$ cat src/rtl/spi_pkg.sv
// Shared types and constants for the SPI register responder.
package spi_pkg;

  typedef enum logic [1:0] {
    IDLE = 2'd0,
    CMD  = 2'd1,
    RD   = 2'd2,
    WR   = 2'd3
  } spi_state_t;

  localparam int CMD_RD_BIT = 7;
  localparam int SPI_BYTE_W = 8;

endpackage

$ cat src/rtl/spi_sync_edge.sv
// Multi-flop synchronizer for one asynchronous input with rise/fall detection
// taken from the last two stages.
module spi_sync_edge #(
  parameter int   STAGES  = 2,
  parameter logic RST_VAL = 1'b0
) (
  input  logic clk,
  input  logic rst,
  input  logic din,
  output logic level,
  output logic rise,
  output logic fall
);

  // s[0] is the newest sample, s[STAGES-1] the oldest.
  logic [STAGES-1:0] s;

  always_ff @(posedge clk) begin
    if (rst) begin
      s <= {STAGES{RST_VAL}};
    end else begin
      s <= {s[STAGES-2:0], din};
    end
  end

  assign level = s[STAGES-1];
  assign rise  = s[STAGES-2] & ~s[STAGES-1];
  assign fall  = ~s[STAGES-2] & s[STAGES-1];

endmodule

$ cat src/rtl/spi_reg_responder.sv
// SPI responder with an 8-bit register file, burst read/write and host port.
// Optional macro SPI_MISO_TRISTATE_EN releases miso (1'bz) while deselected.
module spi_reg_responder
  import spi_pkg::*;
#(
  parameter int ADDR_W      = 7,
  parameter int NUM_REGS    = 128,
  parameter int SYNC_STAGES = 2
) (
  input  logic              clk,
  input  logic              rst,
  input  logic              sck,
  input  logic              cs,
  input  logic              mosi,
  output logic              miso,
  input  logic              host_we,
  input  logic [ADDR_W-1:0] host_addr,
  input  logic [7:0]        host_wdata,
  output logic [7:0]        host_rdata,
  output logic              wr_strobe,
  output logic [ADDR_W-1:0] wr_addr,
  output logic [7:0]        wr_data,
  output logic              busy
);

  logic sck_rise, sck_fall, sck_level_unused;
  logic cs_rise, cs_fall, cs_level;
  logic mosi_level, mosi_rise_unused, mosi_fall_unused;

  spi_sync_edge #(.STAGES(SYNC_STAGES), .RST_VAL(1'b0)) u_sync_sck (
    .clk(clk), .rst(rst), .din(sck),
    .level(sck_level_unused), .rise(sck_rise), .fall(sck_fall)
  );

  // cs resets to 0 so a frame already in progress at reset shows no falling
  // edge; the responder waits for cs to go high and fall again.
  spi_sync_edge #(.STAGES(SYNC_STAGES), .RST_VAL(1'b0)) u_sync_cs (
    .clk(clk), .rst(rst), .din(cs),
    .level(cs_level), .rise(cs_rise), .fall(cs_fall)
  );

  spi_sync_edge #(.STAGES(SYNC_STAGES), .RST_VAL(1'b0)) u_sync_mosi (
    .clk(clk), .rst(rst), .din(mosi),
    .level(mosi_level), .rise(mosi_rise_unused), .fall(mosi_fall_unused)
  );

  spi_state_t        state;
  logic [2:0]        bit_cnt;
  logic [6:0]        rx_shift;
  logic [6:0]        tx_shift;
  logic [ADDR_W-1:0] addr;
  logic              miso_q;
  logic [7:0]        regs [NUM_REGS];

  logic [SPI_BYTE_W-1:0] rx_byte;
  logic                  byte_done;
  logic                  spi_we;
  logic [ADDR_W-1:0]     addr_inc;
  logic [ADDR_W-1:0]     cmd_addr;
  logic [ADDR_W-1:0]     load_addr;
  logic [7:0]            load_val;
  logic [7:0]            host_next;

  assign rx_byte   = {rx_shift, mosi_level};
  assign byte_done = sck_rise && (bit_cnt == 3'd7) && (state != IDLE) && !cs_rise;
  assign spi_we    = byte_done && (state == WR);
  assign addr_inc  = (addr == ADDR_W'(NUM_REGS - 1)) ? '0 : addr + ADDR_W'(1);
  assign cmd_addr  = rx_byte[ADDR_W-1:0];
  assign load_addr = (state == CMD) ? cmd_addr : addr_inc;
  assign load_val  = regs[load_addr];

  always_ff @(posedge clk) begin
    if (rst) begin
      state     <= IDLE;
      bit_cnt   <= 3'd0;
      rx_shift  <= 7'd0;
      tx_shift  <= 7'd0;
      addr      <= '0;
      miso_q    <= 1'b0;
      busy      <= 1'b0;
      wr_strobe <= 1'b0;
      wr_addr   <= '0;
      wr_data   <= 8'd0;
    end else begin
      wr_strobe <= 1'b0;
      if (cs_rise) begin
        // Any partial byte is dropped here without a commit.
        state   <= IDLE;
        bit_cnt <= 3'd0;
        miso_q  <= 1'b0;
        busy    <= 1'b0;
      end else if (state == IDLE) begin
        if (cs_fall) begin
          state   <= CMD;
          bit_cnt <= 3'd0;
          miso_q  <= 1'b0;
          busy    <= 1'b1;
        end
      end else begin
        if (sck_rise) begin
          bit_cnt  <= bit_cnt + 3'd1;
          rx_shift <= rx_byte[6:0];
        end
        if (byte_done) begin
          if (state == CMD) begin
            addr <= cmd_addr;
            if (rx_byte[CMD_RD_BIT]) begin
              state    <= RD;
              miso_q   <= load_val[7];
              tx_shift <= load_val[6:0];
            end else begin
              state <= WR;
            end
          end else if (state == RD) begin
            addr     <= addr_inc;
            miso_q   <= load_val[7];
            tx_shift <= load_val[6:0];
          end else begin
            wr_strobe <= 1'b1;
            wr_addr   <= addr;
            wr_data   <= rx_byte;
            addr      <= addr_inc;
          end
        end else if (sck_fall && (bit_cnt != 3'd0) && (state == RD)) begin
          // The falling edge right after a byte boundary keeps the freshly
          // loaded bit 7, which makes mode 0 and mode 3 behave the same.
          miso_q   <= tx_shift[6];
          tx_shift <= {tx_shift[5:0], 1'b0};
        end
      end
    end
  end

  always_comb begin
    host_next = regs[host_addr];
    if (host_we) host_next = host_wdata;
    if (spi_we && (addr == host_addr)) host_next = rx_byte;
  end

  // On an address collision the SPI write is applied and the host write dropped.
  always_ff @(posedge clk) begin
    if (rst) begin
      for (int i = 0; i < NUM_REGS; i++) regs[i] <= 8'd0;
      host_rdata <= 8'd0;
    end else begin
      if (spi_we) regs[addr] <= rx_byte;
      if (host_we && !(spi_we && (addr == host_addr))) regs[host_addr] <= host_wdata;
      host_rdata <= host_next;
    end
  end

`ifdef SPI_MISO_TRISTATE_EN
  assign miso = (rst || cs_level) ? 1'bz : miso_q;
`else
  logic cs_level_unused;
  assign cs_level_unused = cs_level;
  assign miso = miso_q;
`endif

endmodule
$ cat config.mk
export PLATFORM = sky130hd
export DESIGN_NAME = spi_reg_responder
export DESIGN_NICKNAME = d
export VERILOG_FILES = /design/src/rtl/spi_pkg.sv /design/src/rtl/spi_sync_edge.sv /design/src/rtl/spi_reg_responder.sv
export SDC_FILE = /design/constraint.sdc
export NUM_CORES = 2
export LEC_CHECK = 0
export BUFFER_PORTS_ARGS = -buffer_cell sky130_fd_sc_hd__buf_2
export CAP_MARGIN = 20
export CORE_UTILIZATION = 25
export DETAILED_ROUTE_END_ITERATION = 10
export HOLD_SLACK_MARGIN = 0.08
export SLEW_MARGIN = 25
export SYNTH_ARGS = -nofsm -noshare
export SYNTH_HDL_FRONTEND = slang
export SYNTH_SLANG_ARGS = --single-unit
$ cat constraint.sdc
create_clock -name clk -period 4.07 [get_ports clk]
set_input_delay 0.407 -clock clk [delete_from_list [all_inputs] [get_ports clk]]
set_output_delay 0.407 -clock clk [all_outputs]
set_load 0.02 [all_outputs]
======== After elaboration in Yosys (flattened, before gate mapping) ========
Memories as Yosys holds them, arrays and structs flattened.
Cells that the tools add are included.
word-level totals
  output and inout port bits .............. 26
  flip-flop bits (word level) ............. 58
  logic and storage cells ................. 110
  input bits .............................. 21
  memories kept ........................... 1
  memory bits (writable) .................. 1024
cells by class
  bitwise gates (word level) .............. 13
  reductions and logical operators ........ 30
  $add $sub $neg .......................... 2
  mux-type cells .......................... 39
  equality and inequality tests ........... 11
memory list
  memory  words  bits a word  read ports  clocked after memory_dff  wr ports  RTL line                 source
  regs    128    8            2           0                         128       spi_reg_responder.sv:53  logic [7:0] regs [NUM_REGS];
operator list
  kind                                                              number
  7-bit two-way mux                                                 9
  8-bit two-way mux                                                 4
  1-bit two-way mux                                                 19
  8-bit OR reduction                                                2
  5-bit AND reduction                                               2
  2-bit nonzero test                                                5
  3-bit two-way mux                                                 3
  1-bit inverter                                                    9
  3-bit AND reduction                                               3
  1-bit logical AND                                                 8
  2-bit two-way mux                                                 4
  7-bit by 1-bit adder with 7-bit output (second input constant)    1
  7-bit == test                                                     1
  7-bit == test (second input constant)                             1
  3-bit nonzero test                                                2
  5-bit OR reduction                                                1
  1-bit AND                                                         4
  2-bit == test (second input constant)                             2
  4-bit by 1-bit != test with 1-bit output (second input constant)  1
  4-bit by 3-bit != test with 1-bit output (second input constant)  1
  2-bit AND reduction                                               2
  4-bit AND reduction                                               1
  3-bit by 1-bit adder with 3-bit output (second input constant)    1
  3-bit == test (second input constant)                             1
  other kinds (7)                                                   8

======== Longest topological paths before layout ========
  depth in word-level cells ............... 14
  depth in mapped cells ................... 17
  mapped depth without buffers ............ 11

======== Modules after synthesis ========
From an unflattened synthesis, not the netlist that was laid out.
second synthesis, totals
  cells, all modules ...................... 5510
  area, all modules ....................... 60797.1 um^2
by module, submodules not included
  module             area an instance (um^2)  cells each  instances  sequential area each (um^2)
  spi_reg_responder  60601.9                  5492        1          31790.5
  spi_sync_edge      65.1                     6           3          40.0

======== Least setup slack after synthesis ========
OpenSTA, ideal clock, no wires.
  path kind ............................... flip-flop to flip-flop
  start ................................... reg bit_cnt[0]
  end ..................................... mem regs[87][0], enable pin
  path slack .............................. 1.010 ns
  data required time ...................... 3.776 ns
  arrival time ............................ 2.766 ns
  period minus slack after synthesis ...... 3.060 ns
  path buffers ............................ 2
  stages on the path, launching flop included .. 13
  library setup time ...................... 0.294 ns
  cell sequence ........................... dfxtp_1 ha_1 ha_1 and3_1 nand3_1 nor4_1 nand3_1 and3b_1 buf_2 nand2_1 buf_2 nor2_1 or3_1
RTL lines
  what                      RTL line                  source
  start: declaration        spi_reg_responder.sv:48   logic [2:0] bit_cnt;
  start signal: assignment  spi_reg_responder.sv:101  bit_cnt <= bit_cnt + 3'd1;
  end: declaration          spi_reg_responder.sv:53

======== Final worst setup path ========
  start ................................... reg state[0]
  end ..................................... reg tx_shift[2]
on the way
  cells in the longest elaborated chain, start to end .. 6
  elaborated cells between the ends (all ways) .. 18
  classes of those cells .................. eq/ne: 4; mux: 5; bitwise: 1; reduce/logical: 7; memory: 1
ends and longest elaborated chain
  what                                      RTL line                                            source
  start: declaration                        spi_reg_responder.sv:47                             spi_state_t state;
  start signal: assignment                  spi_reg_responder.sv:74                             state <= IDLE;
  start signal: assignment                  spi_reg_responder.sv:88                             state <= IDLE;
  start signal: assignment                  spi_reg_responder.sv:94                             state <= CMD;
  2-bit by 1-bit == test with 1-bit output  spi_reg_responder.sv:69, spi_reg_responder.sv:105
  7-bit two-way mux                         spi_reg_responder.sv:69                             assign load_addr = (state == CMD) ? cmd_addr : addr_inc;
  memory 128 x 8 bit                        n/a
  7-bit two-way mux (on tied branches)      spi_reg_responder.sv:114, spi_reg_responder.sv:107
  7-bit two-way mux                         spi_reg_responder.sv:105                            if (state == CMD) begin
  7-bit two-way mux                         spi_reg_responder.sv:104                            if (byte_done) begin
  end signal: assignment                    spi_reg_responder.sv:110                            tx_shift <= load_val[6:0];
  end signal: assignment                    spi_reg_responder.sv:117                            tx_shift <= load_val[6:0];
  end signal: assignment                    spi_reg_responder.sv:128                            tx_shift <= {tx_shift[5:0], 1'b0};
  end: declaration                          spi_reg_responder.sv:50                             logic [6:0] tx_shift;
Parallel ways exist; a longest one is shown, timed or not. The select of a mux whose other input is x is not followed.
A chain may end at the register's enable or synchronous reset.

==> results.sh <==
export IMPL_max_cap_violations=0
export IMPL_grt_use_total=0.249
export IMPL_power_leakage_nw=22.8
export IMPL_insertion_delay_ns=0.82
export IMPL_synth_fp_nets=5184
export IMPL_status="complete, no violations"
export IMPL_numCtsBuffers=116
export IMPL_wl_mm=315
export IMPL_fmax_mhz=249
export IMPL_skew_ns=0.0637
export IMPL_synthCells=5159
export IMPL_tightest_slew_ns=1.26
export IMPL_first_pass_iters=8
export IMPL_hold_path_class="primary input to register"
export IMPL_fin_setup_tns_ns=0
export IMPL_htree_levels=3
export IMPL_period_needed_ns=4.02
export IMPL_wire_per_inst_um=37.2
export IMPL_yosysWarnings=0
export IMPL_ctsRootBufferMaster="clkbuf_16"
export IMPL_avgSynthCellArea_sq_um=11.7
export IMPL_coreArea_sq_um=241000
export IMPL_via_per_inst=6.54
export IMPL_setup_violations=0
export IMPL_ir_worst_vdd_mv=0.413
export IMPL_synth_edff_count=1024
export IMPL_vias=55300
export IMPL_fillCellCount=24500
export IMPL_synth_seq_cells=1082
export IMPL_cts_tree="built"
export IMPL_drive_above_1_share=0.149
export IMPL_multi_input_area_sq_um=26100
export IMPL_fp_dieH_um=494
export IMPL_hold_viol_final=0
export IMPL_period_share=0.987
export IMPL_portBuffers=46
export IMPL_grt_pass1_wl_mm=427
export IMPL_maxSlewViolCount=0
export IMPL_place_area_sq_um=66000
export IMPL_cp_arrival_ns=4.74
export IMPL_grt_pass1_vias=49600
export IMPL_synth_ff_type="edfxtp_1"
export IMPL_rsz0062_at_grt="no"
export IMPL_synthToLayoutAreaGrowth_pct=15.7
export IMPL_rows=180
export IMPL_pin_count=47
export IMPL_slew_limit_headroom=0.160
export IMPL_synthesis_area_sq_um=60500
export IMPL_power_density_nw_per_um2=383
export IMPL_path_max_fanout=24
export IMPL_fin_nets=5169
export IMPL_die_area_sq_um=244000
export IMPL_start_kind="register"
export IMPL_synthArstFlopShare=0
export IMPL_drcViolationCount=0
export IMPL_gp_congestion=1.04
export IMPL_cp_data_required_time_ns=4.80
export IMPL_clkSinkCount=1082
export IMPL_synth_distinct_cells=80
export IMPL_ctsResizeCount=0
export IMPL_gr_total_overflow=0
export IMPL_crit_type="register to register"
export IMPL_drtIter0Drc=10100
export IMPL_start_util=0.251
export IMPL_die_x_um=494
export IMPL_seqCellArea_sq_um=31900
export IMPL_end_kind="register"
export IMPL_ant_nets=0
export IMPL_grt_max_degree=133
export IMPL_cts_clk_slew_worst_paths_ns=0.07
export IMPL_place_hpwl_mm=208
export IMPL_ys_seq_area_frac=0.528
export IMPL_antenna_found_initial=21
export IMPL_fin_area_sq_um=70000
export IMPL_cts_buffer_depth=3
[final timing paths]
kind / from / end / slack [ns] / cells after the start
setup / recovery: state[0]$_SDFFE_PP0P_ / tx_shift[2]$_SDFFE_PP0P_ / 0.05 / 10
hold / removal: host_we / host_rdata[1]$_SDFF_PP0_ / 0.19 / 4
setup reg to reg: state[0]$_SDFFE_PP0P_ / tx_shift[2]$_SDFFE_PP0P_ / 0.05 / 10
hold reg to reg: wr_data[3]$_SDFFE_PP0P_ / wr_data[3]$_SDFFE_PP0P_ / 0.45 / 2
[sequential cells by signal, indices dropped and copies added, names as in the netlist]
signal,count
tx_shift,7
host_rdata,8
u_sync_sck.s,2
u_sync_mosi.s,2
busy,1
addr,7
state,2
u_sync_cs.s,2
bit_cnt,3
miso,1
wr_strobe,1
wr_data,8
rx_shift,7
wr_addr,7
regs,1024
[through the flow]
step,power (W),hold WS (ns),worst slack [ns],cells,util
5_1_grt,0.0272,0.210,0.0212,8434,0.291
4_1_cts,0.0266,0.133,0.236,8429,0.291
6_report,0.0268,0.192,0.0524,8452,0.291
2_1_floorplan,0.0144,0.414,1.01,5159,-
3_5_place_dp,0.0158,0.439,0.255,8203,0.274
3_3_place_gp,0.0158,0.445,0.200,8203,0.274
[synth_stat cells (13+ instances only)]
library cell / instances / share of area
a211oi_1: 59 / 0.0073
a21oi_1: 107 / 0.0089
a221oi_1: 107 / 0.015
a22o_1: 1127 / 0.16
a22oi_1: 319 / 0.040
a311oi_1: 25 / 0.0036
a31oi_1: 128 / 0.013
a32oi_1: 36 / 0.0052
and3_1: 75 / 0.0078
buf_1: 44 / 0.0027
buf_2: 100 / 0.0083
buf_4: 22 / 0.0027
buf_6: 15 / 0.0028
clkbuf_1: 395 / 0.025
dfxtp_1: 58 / 0.019
edfxtp_1: 1024 / 0.51
mux2i_1: 50 / 0.0083
mux4_2: 122 / 0.045
nand2_1: 435 / 0.027
nand3_1: 91 / 0.0075
nand4_1: 44 / 0.0046
nor2_1: 330 / 0.020
nor2b_1: 17 / 0.0018
nor3_1: 27 / 0.0022
nor4_1: 32 / 0.0033
o211ai_1: 13 / 0.0016
o21ai_0: 47 / 0.0039
o22ai_1: 23 / 0.0024
or3_1: 133 / 0.014
[worst max-delay path, stage by stage (launching register included)]
cell and delay (ns):
dfxtp_1 0.51, nand2b_1 0.28, nand4_4 0.23, and2_4 0.49, buf_4 0.47, nand2_1 0.10
a31oi_1 0.51, o22ai_1 0.14, or4_1 0.73, o2111a_1 0.26, a311oi_2 0.18
[where the power goes]
part / switching (W) / internal (W) / leakage (nW)
registers: 0.000595 / 0.0127 / 10.2
logic: 0.00168 / 0.000734 / 10.7
clock network: 0.00496 / 0.00612 / 1.87
[placed cells by master (no fill, tap or decap), types with 9 or more instances in the layout]
cell type and count:
nand3_1 91, nor2b_1 17, o21ai_0 45, nand4_1 44
buf_12 54, nor2_1 326, dfxtp_1 50, o211ai_1 13
a31oi_1 128, buf_2 37, buf_6 9, a211oi_1 59
nand2_1 434, a21oi_1 105, a22oi_1 319, a22o_1 1127
or3_1 133, clkbuf_16 121, nor4_1 32, a221oi_1 107
a32oi_1 36, clkbuf_1 22, nor3_1 26, mux4_2 122
diode_2 21, a311oi_1 25, mux2i_1 50, buf_4 340
edfxtp_1 1024, clkinv_1 24, o22ai_1 23, bufinv_16 10
and3b_1 9, and3_1 74, clkinv_2 17
[timing repair]
action | 4_1_cts | 5_1_grt
endpoints found under the hold margin | 11 | 0
hold buffers | 6 | 0
setup buffers | 0 | 0
[logic make-up (layout without fill, tap and decap cells)]
logic type | Yosys count | in the layout | synth area share
compound gates | 2053 | 2053 | 0.274
xor+xnor | 12 | 12 | 0.00174
fa+ha+maj | 4 | 4 | 0.000827
buf+inv | 585 | 672 | 0.0429
flops | 1082 | 1082 | 0.528
mux | 183 | 183 | 0.0578
other cells | 0 | 21 | 0
simple gates | 1240 | 1240 | 0.0957
[layer usage]
metal,share of wire,track usage
met5,0.00024,0
met1,0.37,0.321
met4,0.072,0.152
met2,0.43,0.368
met3,0.13,0.0685
[layout make-up]
cell class | instances | area share
timing repair buffer | 448 | 0.0576
inverter | 4 | 0.000215
antenna | 21 | 0.000751
multi-input combinational | 3492 | 0.373
clock inverter | 76 | 0.0107
clock buffer | 144 | 0.0446
tap | 3185 | 0.0569
sequential | 1082 | 0.456
No activity file was read; power rests on OpenSTA's default activity.
